### config.mk
export PLATFORM = sky130hd
export DESIGN_NAME = moment_accum
export DESIGN_NICKNAME = d
export VERILOG_FILES = /design/src/rtl/moment_accum.sv
export SDC_FILE = /design/constraint.sdc
export NUM_CORES = 1
export LEC_CHECK = 0
export ABC_AREA = 1
export BUFFER_PORTS_ARGS = -buffer_cell sky130_fd_sc_hd__buf_2
export CAP_MARGIN = 10
export CORE_ASPECT_RATIO = 1.5
export CORE_MARGIN = 3
export CORE_UTILIZATION = 55
export DETAILED_ROUTE_END_ITERATION = 8
export PLACE_DENSITY = 0.75
export SLEW_MARGIN = 20
export SYNTH_ARGS = -nofsm -noshare
export SYNTH_HDL_FRONTEND = slang
export SYNTH_SLANG_ARGS = --single-unit
### constraint.sdc
create_clock -name i_clk -period 3.35 [get_ports i_clk]
set_clock_uncertainty 0.05 [all_clocks]
set_input_delay 0.8375 -clock i_clk [delete_from_list [all_inputs] [get_ports i_clk]]
set_output_delay 0.8375 -clock i_clk [all_outputs]
set_load 0.1 [all_outputs]
### src/rtl/moment_accum.sv
// moment_accum: first and second moment (mean, mean square) of a vector
// of 2^N_LOG2 signed 16-bit samples.
//
// Configuration macro: MOMENT_ACCUM_ROUND_EN
//   undefined -> o_Ex / o_Ex2 are truncated (floor) divisions by 2^N_LOG2
//   defined   -> round-half-up, using one guard bit so the bias add cannot overflow
//
// Handshake: a sample is taken on a rising edge where i_valid && o_ready.
// o_ready drops only in the single DONE cycle, so the source holds i_valid
// (and i_x) and the sample is taken on the following edge.
module moment_accum #(
    parameter int N_LOG2 = 6
) (
    input  logic               i_clk,
    input  logic               i_rstn,
    input  logic               i_valid,
    input  logic signed [15:0] i_x,
    input  logic               i_clear,
    output logic               o_ready,
    output logic               o_valid,
    output logic signed [21:0] o_Ex,
    output logic        [31:0] o_Ex2,
    output logic        [6:0]  o_count,
    output logic        [1:0]  o_state
);

    typedef enum logic [1:0] {
        IDLE = 2'd0,
        ACC  = 2'd1,
        DONE = 2'd2
    } state_t;

    localparam logic [6:0] TARGET = 7'(1 << N_LOG2);

    state_t             state_q, state_d;
    logic signed [21:0] sum_x_q, sum_x_d;
    logic        [36:0] sum_x2_q, sum_x2_d;
    logic        [6:0]  count_q, count_d;
    logic signed [21:0] ex_q, ex_d;
    logic        [31:0] ex2_q, ex2_d;

    logic               accept;
    logic signed [31:0] x_sq;

`ifdef MOMENT_ACCUM_ROUND_EN
    localparam logic signed [22:0] HALF_X  = 23'(1 << (N_LOG2 - 1));
    localparam logic        [37:0] HALF_X2 = 38'(1 << (N_LOG2 - 1));

    function automatic logic signed [21:0] mean_x(input logic signed [21:0] s);
        logic signed [22:0] g;
        g = {s[21], s} + HALF_X;
        return 22'(g >>> N_LOG2);
    endfunction

    function automatic logic [31:0] mean_x2(input logic [36:0] s);
        logic [37:0] g;
        g = {1'b0, s} + HALF_X2;
        return 32'(g >> N_LOG2);
    endfunction
`else
    function automatic logic signed [21:0] mean_x(input logic signed [21:0] s);
        return s >>> N_LOG2;
    endfunction

    function automatic logic [31:0] mean_x2(input logic [36:0] s);
        return 32'(s >> N_LOG2);
    endfunction
`endif

    // Handshake and square of the incoming sample (always non-negative).
    always_comb begin
        accept = i_valid && (state_q != DONE);
        x_sq   = i_x * i_x;
    end

    // Next-state, accumulator and result-register logic.
    always_comb begin
        state_d  = state_q;
        sum_x_d  = sum_x_q;
        sum_x2_d = sum_x2_q;
        count_d  = count_q;
        ex_d     = ex_q;
        ex2_d    = ex2_q;
        unique case (state_q)
            IDLE, ACC: begin
                if (i_clear) begin
                    // Abort the vector; a sample offered this cycle is dropped.
                    sum_x_d  = '0;
                    sum_x2_d = '0;
                    count_d  = '0;
                    state_d  = IDLE;
                end else if (accept) begin
                    if (state_q == IDLE) begin
                        sum_x_d  = {{6{i_x[15]}}, i_x};
                        sum_x2_d = {5'b0, x_sq};
                        count_d  = 7'd1;
                    end else begin
                        sum_x_d  = sum_x_q + {{6{i_x[15]}}, i_x};
                        sum_x2_d = sum_x2_q + {5'b0, x_sq};
                        count_d  = count_q + 7'd1;
                    end
                    state_d = ACC;
                    if (count_d == TARGET) begin
                        // Results captured on entry to DONE, held until next DONE.
                        state_d = DONE;
                        ex_d    = mean_x(sum_x_d);
                        ex2_d   = mean_x2(sum_x2_d);
                    end
                end
            end
            DONE: begin
                // i_clear is irrelevant here: the vector is already complete.
                sum_x_d  = '0;
                sum_x2_d = '0;
                count_d  = '0;
                state_d  = IDLE;
            end
            default: begin
                state_d  = IDLE;
                sum_x_d  = '0;
                sum_x2_d = '0;
                count_d  = '0;
            end
        endcase
    end

    // State and datapath registers with asynchronous active-low reset.
    always_ff @(posedge i_clk or negedge i_rstn) begin
        if (!i_rstn) begin
            state_q  <= IDLE;
            sum_x_q  <= '0;
            sum_x2_q <= '0;
            count_q  <= '0;
            ex_q     <= '0;
            ex2_q    <= '0;
        end else begin
            state_q  <= state_d;
            sum_x_q  <= sum_x_d;
            sum_x2_q <= sum_x2_d;
            count_q  <= count_d;
            ex_q     <= ex_d;
            ex2_q    <= ex2_d;
        end
    end

    // Outputs are direct views of registered state.
    always_comb begin
        o_ready = (state_q != DONE);
        o_valid = (state_q == DONE);
        o_Ex    = ex_q;
        o_Ex2   = ex2_q;
        o_count = count_q;
        o_state = state_q;
    end

endmodule
# ---- Word level (Yosys, flattened, before mapping)
# Index checks and enable logic that the tools add are counted.
dict set report classes {
  add_sub_neg 3
  n_mul 1
  n_eq_ne 5
  muxes 19
  n_bitwise 1
  reduce_logical 4
}
# cell n
set op_table {}
lappend op_table {{2-to-1 mux 37 bit} 4}
lappend op_table {{2-to-1 mux 22 bit} 4}
lappend op_table {{2-to-1 mux 7 bit} 7}
lappend op_table {{adder 37 x 32 -> 37 bit} 1}
lappend op_table {{multiplier 16 x 16 -> 32 bit} 1}
lappend op_table {{adder 22 bit} 1}
lappend op_table {{2-to-1 mux 2 bit} 4}
lappend op_table {{adder 7 x 1 -> 7 bit, second input constant} 1}
lappend op_table {{equality test 7 bit, second input constant} 1}
lappend op_table {{AND reduction 4 bit} 1}
lappend op_table {{inequality test 3 bit, second input constant} 1}
lappend op_table {{equality test 2 x 1 -> 1 bit, second input constant} 1}
lappend op_table {{equality test 2 bit, second input constant} 1}
lappend op_table {{zero test 2 bit} 1}
lappend op_table {{inequality test 2 bit, second input constant} 1}
lappend op_table {{OR reduction 2 bit} 1}
lappend op_table {{logical AND 1 bit} 1}
lappend op_table {{NOT 1 bit} 1}
dict set report totals {
  regBits 115
  in_bits 20
  output_inout_bits 65
  elab_cells 39
}

# ---- Depth between registers and ports, before layout
# Gate-level depths: netlist of run 1.
dict set report depth {
  depth_word 10
  depth_mapped 41
  depth_no_buf 39
}

# ---- Worst setup path after synthesis of run 1
# OpenSTA, ideal clock, no wires.
dict set report synth_path {
  kind {in2reg}
  startpoint {input port i_x[1]}
  endpoint {register sum_x2_q[31]}
  setup_time_ns 0.117
  arrival_ns 7.238
  t_required_ns 3.183
  slack_ns -4.055
  stages 37
  path_buffers 2
  path_cell_list {clkbuf_1 buf_1 nand2_1 inv_1 fa_1 inv_1 fa_1 inv_1 fa_1 inv_1 fa_1 inv_1 fa_1 fa_1 ha_1 nand2_1 nor2_1 nand2_1 nor3_1 nand2_1 nand3b_1 nand2_1 nand2_1 inv_1 ha_1 nand2_1 nor2_1 inv_1 nor2_1 and3_1 nand2_1 nand2_1 nand2_1 nand3_1 nand2_1 nand2_1 nand2_1}
}
dict set report synth_via {
  elab_chain_len 6
}
# item line
set synth_lines {}
lappend synth_lines {{start, declared} 17} ;# input logic signed [15:0] i_x,
lappend synth_lines {{multiplier 16 x 16 -> 32 bit (*)} 73} ;# x_sq = i_x * i_x;
lappend synth_lines {{adder 37 x 32 -> 37 bit} 99} ;# sum_x2_d = sum_x2_q + {5'b0, x_sq};
lappend synth_lines {{2-to-1 mux 37 bit (*)} 93} ;# if (state_q == IDLE) begin
lappend synth_lines {{2-to-1 mux 37 bit (*)} 92} ;# end else if (accept) begin
lappend synth_lines {{2-to-1 mux 37 bit (*)} 86} ;# if (i_clear) begin
lappend synth_lines {{2-to-1 mux 37 bit (*)} 84} ;# unique case (state_q)
lappend synth_lines {{end signal, assigned} 139} ;# sum_x2_q <= sum_x2_d;
lappend synth_lines {{end, declared} 37} ;# logic [36:0] sum_x2_q, sum_x2_d;
# Mark *: on every way between the ends. The rest lies on a longest branch, timed or not. The select of a mux whose other input is x is not followed.
# A chain may end at the register's enable or synchronous reset.

# ---- Final worst setup path of run 1
dict set report layout_path {
  startpoint {input port i_x[14]}
  endpoint {register sum_x2_q[36]}
}
dict set report layout_via {
  elab_chain_len 6
}
# item line
set layout_lines {}
lappend layout_lines {{multiplier 16 x 16 -> 32 bit} 73}
lappend layout_lines {{adder 37 x 32 -> 37 bit} 99}
lappend layout_lines {{2-to-1 mux 37 bit} 93}
lappend layout_lines {{2-to-1 mux 37 bit} 92}
lappend layout_lines {{2-to-1 mux 37 bit} 86}
lappend layout_lines {{2-to-1 mux 37 bit} 84}
# Every way passes these cells. The select of a mux whose other input is x is not followed.

==> results of run 1 <==
## critical path: cells and delay by family
kind                     cells  cell delay [ns]
adder cells (fa/ha/maj)      7             3.17
XOR/XNOR                     2             0.76
AND/OR/NAND/NOR             16             1.66
AO/OA/AOI/OAI                1             0.07
buffers and inverters       10             0.98
## final timing paths
path	from	endpoint	slack, ns
worst max register to register	o_state[1]	o_Ex2[1]	0.29
worst min register to register	o_Ex[6]	o_Ex[6]	0.43
max in group asynchronous	i_rstn	sum_x2_q[0]	2.17
worst min-delay path	i_rstn	sum_x2_q[10]	0.32
worst max-delay path	i_x[14]	sum_x2_q[36]	-3.89
min in group i_clk	o_Ex[6]	o_Ex[6]	0.43
## final cells by class
| cell class | instances | area (sq um) | share of cell area (%) |
|---|---|---|---|
| Inverter | 630 | 2420 | 8.81 |
| Multi-Input combinational cell | 1846 | 16600 | 60.5 |
| Tap cell | 415 | 519 | 1.89 |
| Clock buffer | 17 | 425 | 1.55 |
| Timing Repair Buffer | 522 | 4460 | 16.3 |
| Clock inverter | 15 | 135 | 0.492 |
| Sequential cell | 115 | 2880 | 10.5 |
| Antenna cell | 1 | 2.50 | 0.00912 |
## synth_stat cells, drive strengths merged
cell type	count	share of area [%]
or2	6	0.20
o21a	1	0.040
xor2	20	0.94
a21boi	3	0.12
nand2	811	16
a21o	9	0.36
a31o	1	0.047
clkbuf	48	0.97
o221ai	1	0.047
inv	630	13
nor2	141	2.9
mux2i	1	0.054
nor3b	2	0.081
o21bai	10	0.40
o21ai	82	2.2
and2	4	0.13
nand4	39	1.3
buf	24	0.81
a22o	2	0.094
nor4	2	0.067
nand3b	6	0.24
conb	1	0.020
nor3	21	0.56
ha	141	9.5
a32o	3	0.16
a21oi	82	2.2
fa	238	26
dfrtp	115	15
o211ai	4	0.16
xnor2	16	0.75
nand3	191	5.1
o22ai	5	0.17
and3	3	0.10
## registers in the layout, indices dropped and copies added (netlist names)
name      cells
o_Ex2        31
sum_x_q      22
o_state       2
sum_x2_q     37
o_count       7
o_Ex         16
## layer usage
metal,GRT usage (%),vias up,share of wire [%]
met5,0,-,0
met4,21.1,0,9.1
met3,4.07,518,7.8
met2,64.6,1140,49
met1,40.6,9929,34
li1,-,8985,-
## through the flow
step	std cells	util [%]	worst slack (ns)	hold WS, ns
4_1_cts	3490	76.3	-3.53	0.328
6_report	3561	83.3	-3.89	0.316
3_3_place_gp	3412	70.0	-4.37	0.404
2_1_floorplan	2663	-	-3.52	0.398
5_1_grt	3560	83.3	-4.00	0.340
3_5_place_dp	3412	70.0	-4.42	0.411
## cell families (layout without fill, tap and decap cells)
group	count (synthesis)	count (layout)	share of synthesized area (%)
DFF	115	115	15.5
xor gates and xnor gates	36	36	1.69
other	1	2	0.0202
AOI/OAI and AO/OA	203	203	6.04
adders and majority gates	379	379	35.1
and+or+nand+nor	1226	1226	27.1
buffers and inverters	702	1184	14.5
muxes	1	1	0.0538
## what timing repair did
item,4_1_cts,5_1_grt
resized for setup,302,483
pin swaps,133,269
cloned,2,3
buffers inserted,44,70
endpoints found under the setup margin,65,65
==> results_dict.tcl, run 1 <==
set metrics [dict create \
    status "complete, but fails checks" \
    failed_checks "negative setup slack" \
    grt_pass1_wl_um 101000 \
    cts_tree "built" \
    syn_nets 3062 \
    slowest_delay_ns 0.56 \
    worst_slew_pin_slew_ns 0.826 \
    die_area_sq_um 36100 \
    reg2regPathDepth 10 \
    timing.fmax_mhz 138 \
    endpoint_kind "flip-flop" \
    ctsHoldBuffers 0 \
    critPathSlowestCell "fa_1" \
    grt_use_total_pct 35.9 \
    die_height_um 231 \
    period_share_pct 216 \
    syn2layout_area_growth_pct 47.5 \
    fp-row-count 81 \
    path_clk_slew_ns 0.06 \
    grt_pass1_vias 20291 \
    start_kind "input port" \
    worst_ep_arrival_time_ns 7.52 \
    setup_viol 64 \
    path_max_fanout 7 \
    gp_congestion 1.01 \
    synth-seq-cells 115 \
    timing.final.ws_setup_ns -3.89 \
    cp.required_ns 3.63 \
    grt_overflow 0 \
    insertion_delay_ns 0.45 \
    ctsHtreeMaxLevel 4 \
    die_x_um 156 \
    cts_buffers 17 \
    ios 85 \
    crit_path_frequent_cell "fa_1" \
    port_buffers 83 \
    grt_setup_unrepaired "true" \
    initial_core_util_pct 56.5 \
    remaining_drc_errors 0 \
    wirelength_um 75800 \
    ant_nets 0 \
    dpl.hpwl_um 50800 \
    wl_per_cell_um 21.3 \
    crit_type "input port to flip-flop" \
    layout_common_cells "nand2_1 (545), inv_1 (498), buf_4 (345)" \
    maxSlewHeadroom_pct 44.9 \
    grt_max_degree 59 \
    synthCells 2663 \
    core_sq_um 32900 \
    clk_path_buf_depth 2 \
    fin_nets 3531 \
    viasPerCell 5.78 \
    fin_tns_setup_ns -213.10 \
    yosys_warnings 0 \
    vias 20572 \
    antenna_found_initial 1 \
    synthDistinctLibCells 41 \
    fillers 1904 \
    timing.max_cap.violations 0 \
    cts.sinks 115 \
    drive_gt1_share_pct 40.5 \
    dpl_cell_area_sq_um 23000 \
    period_needed_ns 7.24 \
    hold_violations 0 \
    drtPass1Iterations 7 \
    post-route-cell-area_sq_um 27400 \
    min_path_type "input port to asynchronous set/reset pin" \
    synth_area_sq_um 18600 \
    clock-root-buffer "clkbuf_16" \
    final_common_cell "nand2_1" \
    syn_area_per_cell_sq_um 6.99 \
    drt_iter0_drc 1727 \
    slew_viol_final 0 \
    ys_seq_area_share_pct 15.5 \
]
Power of run 1 is left out: the tool's default activity adds up to more than one toggle a clock period on the data nets, which glitch-free logic cannot reach.
==> run 2, diff against run 1 <==
--- a/config.mk
+++ b/config.mk
@@ -7,12 +7,12 @@
 export LEC_CHECK = 0
 export ABC_AREA = 1
 export BUFFER_PORTS_ARGS = -buffer_cell sky130_fd_sc_hd__buf_2
-export CAP_MARGIN = 10
+export CAP_MARGIN = 20
 export CORE_ASPECT_RATIO = 1.5
 export CORE_MARGIN = 3
-export CORE_UTILIZATION = 55
+export CORE_UTILIZATION = 45
 export DETAILED_ROUTE_END_ITERATION = 8
-export PLACE_DENSITY = 0.75
+export PLACE_DENSITY = 0.63
 export SLEW_MARGIN = 20
 export SYNTH_ARGS = -nofsm -noshare
 export SYNTH_HDL_FRONTEND = slang
==> run 2 against run 1 <==
Critical path type unchanged. Worst setup slack gained 0.22 ns. Global-route usage shrank 5.1 points. Maximum frequency grew 3.2%. Count of clock-buffer cells in the layout grew 1. The run still ends with negative setup slack left. Sequential share of layout area grew 0.22 points. Non-clock buffer count grew 18. Sequential cell count is the same. Final cell count grew 3.0%.
==> results_dict.tcl, run 2 (synthesized netlist as in run 1, its figures left out) <==
set metrics [dict create \
    fp-row-count 90 \
    regToRegSetupSlack_ns 0.94 \
    final_common_cell "nand2_1" \
    ctsHtreeMaxLevel 4 \
    ctsHoldBuffers 0 \
    antennaDiodeCount 0 \
    worstSetupStartpoint "i_x[15]" \
    fin_nets 3549 \
    critPathSlowestCell "fa_2" \
    grt_pass1_wl_um 104000 \
    critPathTopFamily "adder cells" \
    cts.sinks 115 \
    syn2layout_area_growth_pct 44.5 \
    reg2regPathDepth 12 \
    wirelength_um 66200 \
    path_clk_slew_ns 0.06 \
    grt_use_total_pct 30.7 \
    dpl.hpwl_um 53000 \
    initial_core_util_pct 45.9 \
    die_area_sq_um 43900 \
    cts_tree "built" \
    hold_violations 0 \
    cp_num_cells 35 \
    start_kind "input port" \
    antenna_found_initial 1 \
    insertion_delay_ns 0.44 \
    timing.fmax_mhz 143 \
    grt_overflow 0 \
    maxSlewHeadroom_pct 48.1 \
    holdWs_ns 0.264 \
    slew_viol_final 0 \
    period_needed_ns 7.01 \
    min_path_type "input port to asynchronous set/reset pin" \
    die_height_um 255 \
    endpoint_kind "flip-flop" \
    critPathBufInv 11 \
    crit_path_frequent_cell "fa_2" \
    status "complete, but fails checks" \
    r2r_end "o_Ex2[20]" \
    vias 18973 \
    clk_path_buf_depth 2 \
    period_share_pct 209 \
    path_max_fanout 7 \
    crit_path_end "o_Ex2[23]" \
    timing.max_cap.violations 0 \
    core_sq_um 40500 \
    clock-root-buffer "clkbuf_16" \
    largest_reg_flops 37 \
    cts_buffers 17 \
    worst_slew_pin_slew_ns 0.779 \
    timing.final.ws_setup_ns -3.66 \
    cp.required_ns 3.62 \
    grt_max_degree 59 \
    worst_ep_arrival_time_ns 7.29 \
    regMostFlops "sum_x2_q" \
    wl_per_cell_um 18.1 \
    setup_viol 64 \
    timing.rr.start "o_count[1]" \
    ant_nets 0 \
    drtPass1Iterations 5 \
    layout_common_cells "nand2_1 (601), inv_1 (520), buf_4 (386)" \
    drive_gt1_share_pct 36.9 \
    remaining_drc_errors 0 \
    gp_congestion 0.994 \
    die_x_um 172 \
    slowest_delay_ns 0.60 \
    grt_pass1_vias 20257 \
    viasPerCell 5.17 \
    port_buffers 83 \
    grt_setup_unrepaired "true" \
    crit_type "input port to flip-flop" \
    drt_iter0_drc 834 \
    ios 85 \
    failed_checks "negative setup slack" \
]
-- run 2: cell types whose count changed in the layout (fill, tap and decap cells not counted), sizes merged --
cell / delta
clkinv: -3
buf: +20
bufbuf: +1
clkbuf: -2
clkinvlp: -4
inv: +6
diode: -1
-- run 2: per-stage QoR --
stage / TNS (ns) / cells / utilization, % / area (sq um) / setup WS, ns
global placement: -252.30 / 3541 / 57.9 / 23500 / -4.40
detailed placement: -254.64 / 3541 / 57.9 / 23500 / -4.43
floorplan: -188.56 / 2663 / - / 20400 / -3.52
global route: -221.42 / 3669 / 66.3 / 26900 / -3.89
CTS: -202.08 / 3641 / 64.4 / 26100 / -3.67
finish: -205.80 / 3669 / 66.3 / 26900 / -3.66
-- run 2: worst reg2reg max path: stages, from the launching register on --
cell and delay, ns:
dfrtp_1 0.40, ha_1 0.23, nand2_1 0.07, inv_1 0.05
nand3_1 0.07, o21ai_1 0.14, nand3_1 0.11, nor2_1 0.17
nand3_1 0.15, nor2_4 0.12, buf_4 0.42, nand3_1 0.27
nand2_1 0.10
-- run 2: final cells by class --
type / instances / area, sq um
timing repair buffer: 540 / 4480
inverter: 630 / 2410
tap: 506 / 633
clock buffer: 18 / 439
clock inverter: 14 / 143
multi-input combinational: 1846 / 15900
fill: 3457 / 13600
sequential: 115 / 2880
-- run 2: what timing repair did --
| item | 4_1_cts | 5_1_grt |
|---|---|---|
| setup endpoints to repair | 65 | 65 |
| gates cloned | 2 | 0 |
| buffers inserted | 68 | 31 |
| gates resized for setup | 411 | 157 |
| pin swaps | 189 | 103 |
-- run 2: layer usage --
layer  global-route usage (%)  wire length (um)  vias to the layer above
li1                         -                 -                     9009
met1                     34.5             24600                     9283
met2                     57.2             35400                      491
met3                     2.98              2500                      188
met4                     15.7              3720                        2
met5                        0                13                        -
-- run 2: worst min path at each step --
| stage | from | endpoint | slack [ns] | cells past startpoint |
|---|---|---|---|---|
| global route | i_rstn | o_Ex2[10] | 0.28 | 1 |
| floorplan | sum_x2_q[10] | sum_x2_q[10] | 0.40 | 2 |
| CTS | i_rstn | o_Ex2[9] | 0.26 | 1 |
| global placement | o_Ex[1] | o_Ex[1] | 0.40 | 2 |
| detailed placement | o_Ex2[29] | o_Ex2[29] | 0.41 | 2 |
| finish | i_rstn | o_Ex2[10] | 0.26 | 1 |
Power of run 2 is left out for the same reason.
